File: config.mk
export PLATFORM = sky130hd
export DESIGN_NAME = mem_arbiter
export DESIGN_NICKNAME = d
export VERILOG_FILES = /design/src/rtl/mem_arbiter.sv
export SDC_FILE = /design/constraint.sdc
export NUM_CORES = 1
export LEC_CHECK = 0
export BUFFER_PORTS_ARGS = -buffer_cell sky130_fd_sc_hd__buf_4
export CAP_MARGIN = 15
export CORE_UTILIZATION = 45
export CTS_CLUSTER_DIAMETER = 120
export DETAILED_ROUTE_END_ITERATION = 12
export GPL_ROUTABILITY_DRIVEN = 0
export GPL_TIMING_DRIVEN = 0
export HOLD_SLACK_MARGIN = 0.1
export MAX_ROUTING_LAYER = met4
export PLACE_DENSITY = 0.76
export SYNTH_ARGS = -nofsm -noshare
export SYNTH_HDL_FRONTEND = slang
export SYNTH_SLANG_ARGS = --single-unit
File: constraint.sdc
create_clock -name clk -period 1.95 [get_ports clk]
set_input_delay 0.39 -clock clk [delete_from_list [all_inputs] [get_ports clk]]
set_output_delay 0.39 -clock clk [all_outputs]
set_load 0.02 [all_outputs]
File: src/rtl/mem_arbiter.sv
// Shares one memory bus between the fetch (F) and data (M) ports of the core.
// Data has priority; fetch is forced through after STARVE_LIMIT data grants; stalled bus transfers time out.
module mem_arbiter #(
  parameter int STARVE_LIMIT = 4,
  parameter int TIMEOUT      = 255,
  parameter int TIMEOUT_W    = 8
) (
  input  logic        clk,
  input  logic        reset,
  input  logic        if_req_F,
  input  logic [31:0] pc_F,
  output logic [31:0] inst_F,
  output logic        inst_mem_ack_F,
  input  logic        dm_req_M,
  input  logic        mem_write_M,
  input  logic [31:0] alu_out_M,
  input  logic [31:0] write_data_M,
  input  logic [3:0]  byte_en_M,
  output logic [31:0] read_data_M,
  output logic        data_mem_ack_M,
  output logic        bus_req,
  output logic        bus_we,
  output logic [31:0] bus_addr,
  output logic [31:0] bus_wdata,
  output logic [3:0]  bus_be,
  input  logic [31:0] bus_rdata,
  input  logic        bus_ack,
  output logic        bus_err
);

  localparam int SW = (STARVE_LIMIT < 1) ? 1 : $clog2(STARVE_LIMIT + 1);
  localparam logic [SW-1:0]        STARVE_MAX = SW'(STARVE_LIMIT);
  localparam logic [SW-1:0]        STARVE_ONE = SW'(1);
  localparam logic [TIMEOUT_W-1:0] WAIT_LAST  = TIMEOUT_W'(TIMEOUT - 1);
  localparam logic [TIMEOUT_W-1:0] WAIT_ONE   = TIMEOUT_W'(1);
  localparam logic                 TIMEOUT_EN = (TIMEOUT != 0);

  typedef enum logic [1:0] {IDLE = 2'd0, GNT_I = 2'd1, GNT_D = 2'd2} state_e;

  state_e               state_q, state_d;
  logic [SW-1:0]        starve_cnt_q, starve_cnt_d;
  logic [TIMEOUT_W-1:0] wait_cnt_q, wait_cnt_d;
  logic                 bus_req_q, bus_req_d;
  logic                 bus_we_q, bus_we_d;
  logic [31:0]          bus_addr_q, bus_addr_d;
  logic [31:0]          bus_wdata_q, bus_wdata_d;
  logic [3:0]           bus_be_q, bus_be_d;
  logic [31:0]          inst_q, inst_d;
  logic [31:0]          read_data_q, read_data_d;
  logic                 inst_ack_q, inst_ack_d;
  logic                 data_ack_q, data_ack_d;
  logic                 bus_err_q, bus_err_d;
  logic                 idle_s, grant_i_s, grant_d_s, timeout_s;

  // Grant decision and timeout detection.
  always_comb begin
    idle_s    = (state_q == IDLE);
    grant_i_s = 1'b0;
    grant_d_s = 1'b0;
    if (idle_s && dm_req_M && !(if_req_F && (starve_cnt_q == STARVE_MAX))) begin
      grant_d_s = 1'b1;
    end else if (idle_s && if_req_F) begin
      grant_i_s = 1'b1;
    end else begin
      grant_i_s = 1'b0;
    end
    timeout_s = TIMEOUT_EN && !idle_s && (wait_cnt_q == WAIT_LAST);
  end

  // Next-state for the FSM, bus fields and core-facing results.
  always_comb begin
    state_d     = state_q;
    wait_cnt_d  = wait_cnt_q;
    bus_req_d   = bus_req_q;
    bus_we_d    = bus_we_q;
    bus_addr_d  = bus_addr_q;
    bus_wdata_d = bus_wdata_q;
    bus_be_d    = bus_be_q;
    inst_d      = inst_q;
    read_data_d = read_data_q;
    inst_ack_d  = 1'b0;
    data_ack_d  = 1'b0;
    bus_err_d   = bus_err_q;
    case (state_q)
      IDLE: begin
        if (grant_d_s) begin
          state_d     = GNT_D;
          wait_cnt_d  = {TIMEOUT_W{1'b0}};
          bus_req_d   = 1'b1;
          bus_we_d    = mem_write_M;
          bus_addr_d  = alu_out_M;
          bus_wdata_d = write_data_M;
          bus_be_d    = mem_write_M ? byte_en_M : 4'hF;
        end else if (grant_i_s) begin
          state_d     = GNT_I;
          wait_cnt_d  = {TIMEOUT_W{1'b0}};
          bus_req_d   = 1'b1;
          bus_we_d    = 1'b0;
          bus_addr_d  = pc_F;
          bus_wdata_d = 32'h0;
          bus_be_d    = 4'hF;
        end else begin
          state_d = IDLE;
        end
      end
      GNT_I, GNT_D: begin
        // An ack arriving on the timeout cycle still counts as a normal completion.
        if (bus_ack || timeout_s) begin
          state_d   = IDLE;
          bus_req_d = 1'b0;
          bus_err_d = bus_ack ? bus_err_q : 1'b1;
          if (state_q == GNT_I) begin
            inst_ack_d = 1'b1;
            inst_d     = bus_ack ? bus_rdata : 32'h0;
          end else begin
            data_ack_d  = 1'b1;
            read_data_d = bus_ack ? bus_rdata : 32'h0;
          end
        end else if (wait_cnt_q != {TIMEOUT_W{1'b1}}) begin
          wait_cnt_d = wait_cnt_q + WAIT_ONE;
        end else begin
          wait_cnt_d = wait_cnt_q;
        end
      end
      default: begin
        state_d   = IDLE;
        bus_req_d = 1'b0;
      end
    endcase
  end

  // Starvation counter: data grants while fetch waits.
  always_comb begin
    if (!if_req_F) begin
      starve_cnt_d = {SW{1'b0}};
    end else if (grant_i_s) begin
      starve_cnt_d = {SW{1'b0}};
    end else if (grant_d_s && (starve_cnt_q != STARVE_MAX)) begin
      starve_cnt_d = starve_cnt_q + STARVE_ONE;
    end else begin
      starve_cnt_d = starve_cnt_q;
    end
  end

  // State and output registers.
  always_ff @(posedge clk or negedge reset) begin
    if (!reset) begin
      state_q      <= IDLE;
      starve_cnt_q <= {SW{1'b0}};
      wait_cnt_q   <= {TIMEOUT_W{1'b0}};
      bus_req_q    <= 1'b0;
      bus_we_q     <= 1'b0;
      bus_addr_q   <= 32'h0;
      bus_wdata_q  <= 32'h0;
      bus_be_q     <= 4'h0;
      inst_q       <= 32'h0;
      read_data_q  <= 32'h0;
      inst_ack_q   <= 1'b0;
      data_ack_q   <= 1'b0;
      bus_err_q    <= 1'b0;
    end else begin
      state_q      <= state_d;
      starve_cnt_q <= starve_cnt_d;
      wait_cnt_q   <= wait_cnt_d;
      bus_req_q    <= bus_req_d;
      bus_we_q     <= bus_we_d;
      bus_addr_q   <= bus_addr_d;
      bus_wdata_q  <= bus_wdata_d;
      bus_be_q     <= bus_be_d;
      inst_q       <= inst_d;
      read_data_q  <= read_data_d;
      inst_ack_q   <= inst_ack_d;
      data_ack_q   <= data_ack_d;
      bus_err_q    <= bus_err_d;
    end
  end

  assign bus_req        = bus_req_q;
  assign bus_we         = bus_we_q;
  assign bus_addr       = bus_addr_q;
  assign bus_wdata      = bus_wdata_q;
  assign bus_be         = bus_be_q;
  assign inst_F         = inst_q;
  assign read_data_M    = read_data_q;
  assign inst_mem_ack_F = inst_ack_q;
  assign data_mem_ack_M = data_ack_q;
  assign bus_err        = bus_err_q;

endmodule
# Word level (Yosys, flattened, before mapping)
# Cells that the tools add are included.
dict set report totals {
  output_inout_bits 137
  register_bits 150
}
dict set report classes {
  n_addsub 2
  bitwise 2
  reduce_logical 19
  mux 35
  n_eq_ne 11
}
# cell n
set ops {}
lappend ops {{32-bit 2-to-1 mux} 5}
lappend ops {{8-bit 2-to-1 mux} 4}
lappend ops {{8-bit case mux with 2 select lines} 1}
lappend ops {{1-bit 2-to-1 mux} 15}
lappend ops {{4-bit 2-to-1 mux} 3}
lappend ops {{3-bit 2-to-1 mux} 3}
lappend ops {{3-bit AND reduction} 3}
lappend ops {{8-bit by 1-bit adder with 8-bit output (second input constant)} 1}
lappend ops {{8-bit equality test (second input constant)} 1}
lappend ops {{8-bit != test (second input constant)} 1}
lappend ops {{1-bit logical AND} 6}
lappend ops {{2-bit != test (second input constant)} 3}
lappend ops {{3-bit by 1-bit != test with 1-bit output (second input constant)} 2}
lappend ops {{2-bit 2-to-1 mux} 2}
lappend ops {{2-bit case mux with 2 select lines} 1}
lappend ops {{2-bit AND reduction} 2}
lappend ops {{4-bit AND reduction} 1}
lappend ops {{2-bit nonzero test} 2}
lappend ops {{3-bit by 1-bit adder with 3-bit output (second input constant)} 1}
lappend ops {{3-bit equality test (second input constant)} 1}
lappend ops {{3-bit != test (second input constant)} 1}
lappend ops {{2-bit by 1-bit equality test with 1-bit output (second input constant)} 1}
lappend ops {{2-bit equality test (second input constant)} 1}
lappend ops {{1-bit logical NOT} 2}
lappend ops {{other kinds (5)} 6}

# Longest topological paths before layout
dict set report depth {
  word_depth 9
  mapped_depth 9
  ltp_nobuf 7
}

# Least setup slack after synthesis
# Ideal clock, no wire load.
dict set report synth_path {
  path_type {reg-to-reg}
  startpoint {reg state_q[0]}
  endpoint {reg bus_addr_q[25] (netlist: bus_addr[25])}
  t_arrival_ns 1.552
  setup_ns 0.134
  path_stages_with_launch 10
  path_slack_ns 0.264
  cell_sequence {dfrtp_1 > inv_1 > ha_1 > buf_4 > nand2_2 > a31oi_2 > buf_4 > buf_6 > mux2i_1 > o21ai_0}
}
dict set report synth_between {
  elab_chain_cells 6
}
# item line
set synth_lines {}
lappend synth_lines {{start, declared} 40} ;# state_e state_q, state_d;
lappend synth_lines {{start signal, assigned} 162} ;# state_q <= state_d;
lappend synth_lines {{2-bit logical NOT *} {57, 84}}
lappend synth_lines {{1-bit logical AND (on tied branches)} {62, 60}}
lappend synth_lines {{1-bit 2-to-1 mux / 1-bit logical AND (equally long branches)} {62, 60}}
lappend synth_lines {{1-bit 2-to-1 mux} 60} ;# if (idle_s && dm_req_M && !(if_req_F && (starve_cnt_q == STARVE_MAX))) begin
lappend synth_lines {{2-bit nonzero test (no line)} -}
lappend synth_lines {{2-bit AND reduction (no line)} -}
lappend synth_lines {{end signal, assigned} 167} ;# bus_addr_q <= bus_addr_d;
lappend synth_lines {{end, declared} 45} ;# logic [31:0] bus_addr_q, bus_addr_d;
# Mark *: on every way between the ends. The rest lies on a longest branch, timed or not.
# A chain may end at the register's enable or synchronous reset.

# Worst setup path in the final report
dict set report layout_path {
  startpoint {reg wait_cnt_q[0]}
  endpoint {reg read_data_q[24] (netlist: read_data_M[24])}
}
dict set report layout_between {
  elab_chain_cells 4
}
# item line
set layout_lines {}
lappend layout_lines {{start, declared} 42} ;# logic [TIMEOUT_W-1:0] wait_cnt_q, wait_cnt_d;
lappend layout_lines {{start signal, assigned} 150} ;# wait_cnt_q <= {TIMEOUT_W{1'b0}};
lappend layout_lines {{start signal, assigned} 164} ;# wait_cnt_q <= wait_cnt_d;
lappend layout_lines {{8-bit equality test} 67} ;# timeout_s = TIMEOUT_EN && !idle_s && (wait_cnt_q == WAIT_LAST);
lappend layout_lines {{1-bit logical AND} 67}
lappend layout_lines {{1-bit logical OR} 108} ;# if (bus_ack || timeout_s) begin
lappend layout_lines {{3-bit AND reduction (no line)} -}
lappend layout_lines {{end signal, assigned} 171} ;# read_data_q <= read_data_d;
lappend layout_lines {{end, declared} 49} ;# logic [31:0] read_data_q, read_data_d;
# Every way passes these cells.

==> metrics.txt <==
status=complete, no violations; Flop pwr share=31.9%; Tcrit/Tclk final=96.7%; DR pass1 iterations=4; synthesized area per cell=12.4 um2; switching share of total power=38.9%; clock latency on the worst-skew pair=0.43 ns; #FFs+latches synth=150; Initial Util=46.9%; largest net degree at the start of global routing=84; IO buf count=273; Reg clk slew, reported paths=0.06 ns; Mapped Cells=510; CTS tree=built; critical path data required time=2.24 ns; Setup CP Type=reg -> reg; final hold violations=0; Yosys Warn Count=0; routed vias=5522; number of flops mapped to enable cells by yosys=0; initial antenna violation count=0; leakage=4.64 nW; Worst EP arrival=2.17 ns; crit path max fanout=10; Comb pwr share=46.9%; Synth area leaders=dfrtp_1 60%, mux2i_1 5.4%, a32o_1 5.1%, a22o_1 4.7%, nand2_1 4.5%; maximum vdd ir drop=0.929 mV; Routed Antenna Nets=0; Peak Freq=531 MHz; Synth Cell Area=6310 um2; commonest non-fill, non-tap cells in the layout=288 x buf_4, 150 x dfrtp_1, 75 x nand2_1; first-pass GRT wire length=30.0 mm; Core Footprint=13500 um2; drt total wl=20.1 mm; nets=964; DIE HEIGHT=120 um; Tot Pwr=16.6 mW; Max-Cap Viols=0; cts bufs inserted=17; actual slew at the worst max-slew pin=0.621 ns; CTS sink cnt=150; worst slew margin relative to its limit=58.6%; Worst Hold Class=in -> reg; Final Max Slew Viols=0; Syn Nets=655; setup TNS=0 ns; Final Skew=0.00712 ns; Clk pwr share=21.2%; fraction of layout instances using a drive strength above 1=45.3%; cell taking the most area after synthesis=dfrtp_1; Post-synth top flop=dfrtp_1; Max Root-Sink Buffers=2; Worst setup EP type=register; commonest non-fill, non-tap cell in the layout=buf_4; drc violations=0; total global routing overflow=0; I/O pin count=275; CTS HTree Levels=4; NetSw=6.44 mW; crit start category=register; count of final setup violators=0; Die X=120 um; n_diodes=0; minimum clock period=1.88 ns; CTS Root Cell=clkbuf_16; area grow syn2layout=50.1%; post-synthesis sequential area ratio=59.5%; Row Count=42; setup slack, reg-to-reg=0.07 ns; fillers=977; RSZ-0062 raised after global routing=yes; die area=14500 um2; mean routed wirelength per cell=20.0 um; post-synth top area share=59.5%; number of global-route vias before repair=5659; DPL Wire Length=14.8 mm; DRT iter0 DRCs=296; Distinct cells, synth=44; FFs w/ async S/R, synth=100%; vias per cell=5.48; Int Pwr=10.1 mW; GR Util All Layers=28.5%; Hold Slack=0.171 ns; Util after Layout=70.4%; pwr/cell area=1750 nW/um2
## routing by layer
metal,part of all wire (%),routed length (um),track usage [%],up-vias
met5,0,0,-,-
met2,51,10300,47.4,244
met3,8.0,1600,8.21,38
li1,-,-,-,2506
met1,38,7700,32.2,2734
met4,2.6,529,11.7,0
## critical path, stage by stage (launching register included)
cell	delay (ns)
dfrtp_1	0.42
inv_1	0.09
ha_1	0.14
nor2b_1	0.21
and3_4	0.25
o21a_4	0.16
nand2b_2	0.06
buf_6	0.14
buf_6	0.14
o2bb2ai_1	0.13
## sequential cells by signal, summed over array words and instances, names as in the netlist
name,cells
bus_addr,32
bus_wdata,32
inst_F,32
read_data_M,32
wait_cnt_q,8
bus_be,4
starve_cnt_q,3
state_q,2
bus_err,1
bus_req,1
bus_we,1
data_mem_ack_M,1
inst_mem_ack_F,1
## layout make-up
class	instances	area, um2	share of cell area [%]
Buffer	40	302	3.18
Tap cell	176	220	2.33
Inverter	10	41.3	0.436
Multi-Input combinational cell	311	2320	24.6
Timing Repair Buffer	289	2190	23.2
Clock buffer	20	457	4.82
Sequential cell	150	3750	39.6
Clock inverter	12	176	1.86
## repair_timing
item,4_1_cts,5_1_grt
setup endpoints to repair,90,113
gates cloned,0,4
pin swaps,0,2
hold endpoints to repair,67,0
resized for setup,6,32
buffers inserted,1,10
hold buffers,1,0
## metrics by stage
| stage | setup WS, ns | cells | area, um2 |
|---|---|---|---|
| after floorplan | 0.264 | 510 | 6310 |
| after global routing | -0.0289 | 1008 | 9470 |
| after global placement | -0.175 | 959 | 8580 |
| final | 0.0652 | 1008 | 9470 |
| after detailed placement | -0.140 | 960 | 8610 |
| after CTS | -0.0299 | 994 | 9280 |
## worst paths after layout
path                               start         endpoint  cells past startpoint
max                        wait_cnt_q[0]  read_data_M[24]                      9
min                         byte_en_M[2]        bus_be[2]                      2
max reg2reg                wait_cnt_q[0]  read_data_M[24]                      9
min reg2reg                      bus_err          bus_err                      1
max in group asynchronous          reset       state_q[1]                      3
min in group asynchronous          reset       inst_F[25]                      2
## power groups by stage
stage / logic (mW) / clock network [mW] / registers, mW
floorplan: 2.64 / 0 / 6.71
detailed placement: 7.37 / 0 / 5.28
finish: 7.77 / 3.51 / 5.29
global placement: 7.19 / 0 / 5.21
global route: 8.23 / 3.68 / 5.43
CTS: 7.45 / 3.54 / 5.28
## logic make-up after synthesis
family | after synthesis | synth area share, %
multiplexers | 36 | 5.75
AO/OA/AOI/OAI | 162 | 21.3
AND/OR/NAND/NOR | 105 | 7.60
flip-flops | 150 | 59.5
buffers and inverters | 50 | 4.44
adder cells (fa/ha/maj) | 7 | 1.39
## synth_stat cells (3+ instances only)
cell	n
o2bb2ai_1	23
nand3_1	5
mux2i_1	34
o21ai_0	39
a21oi_1	5
nand2_1	75
o2bb2ai_2	10
a22o_1	34
dfrtp_1	150
clkbuf_1	13
ha_1	7
buf_6	7
buf_2	17
nor2b_1	3
o22a_1	5
a32o_1	32
a31oi_1	3
inv_1	10
nor2_1	4
No activity file was read; power rests on OpenSTA's default activity.
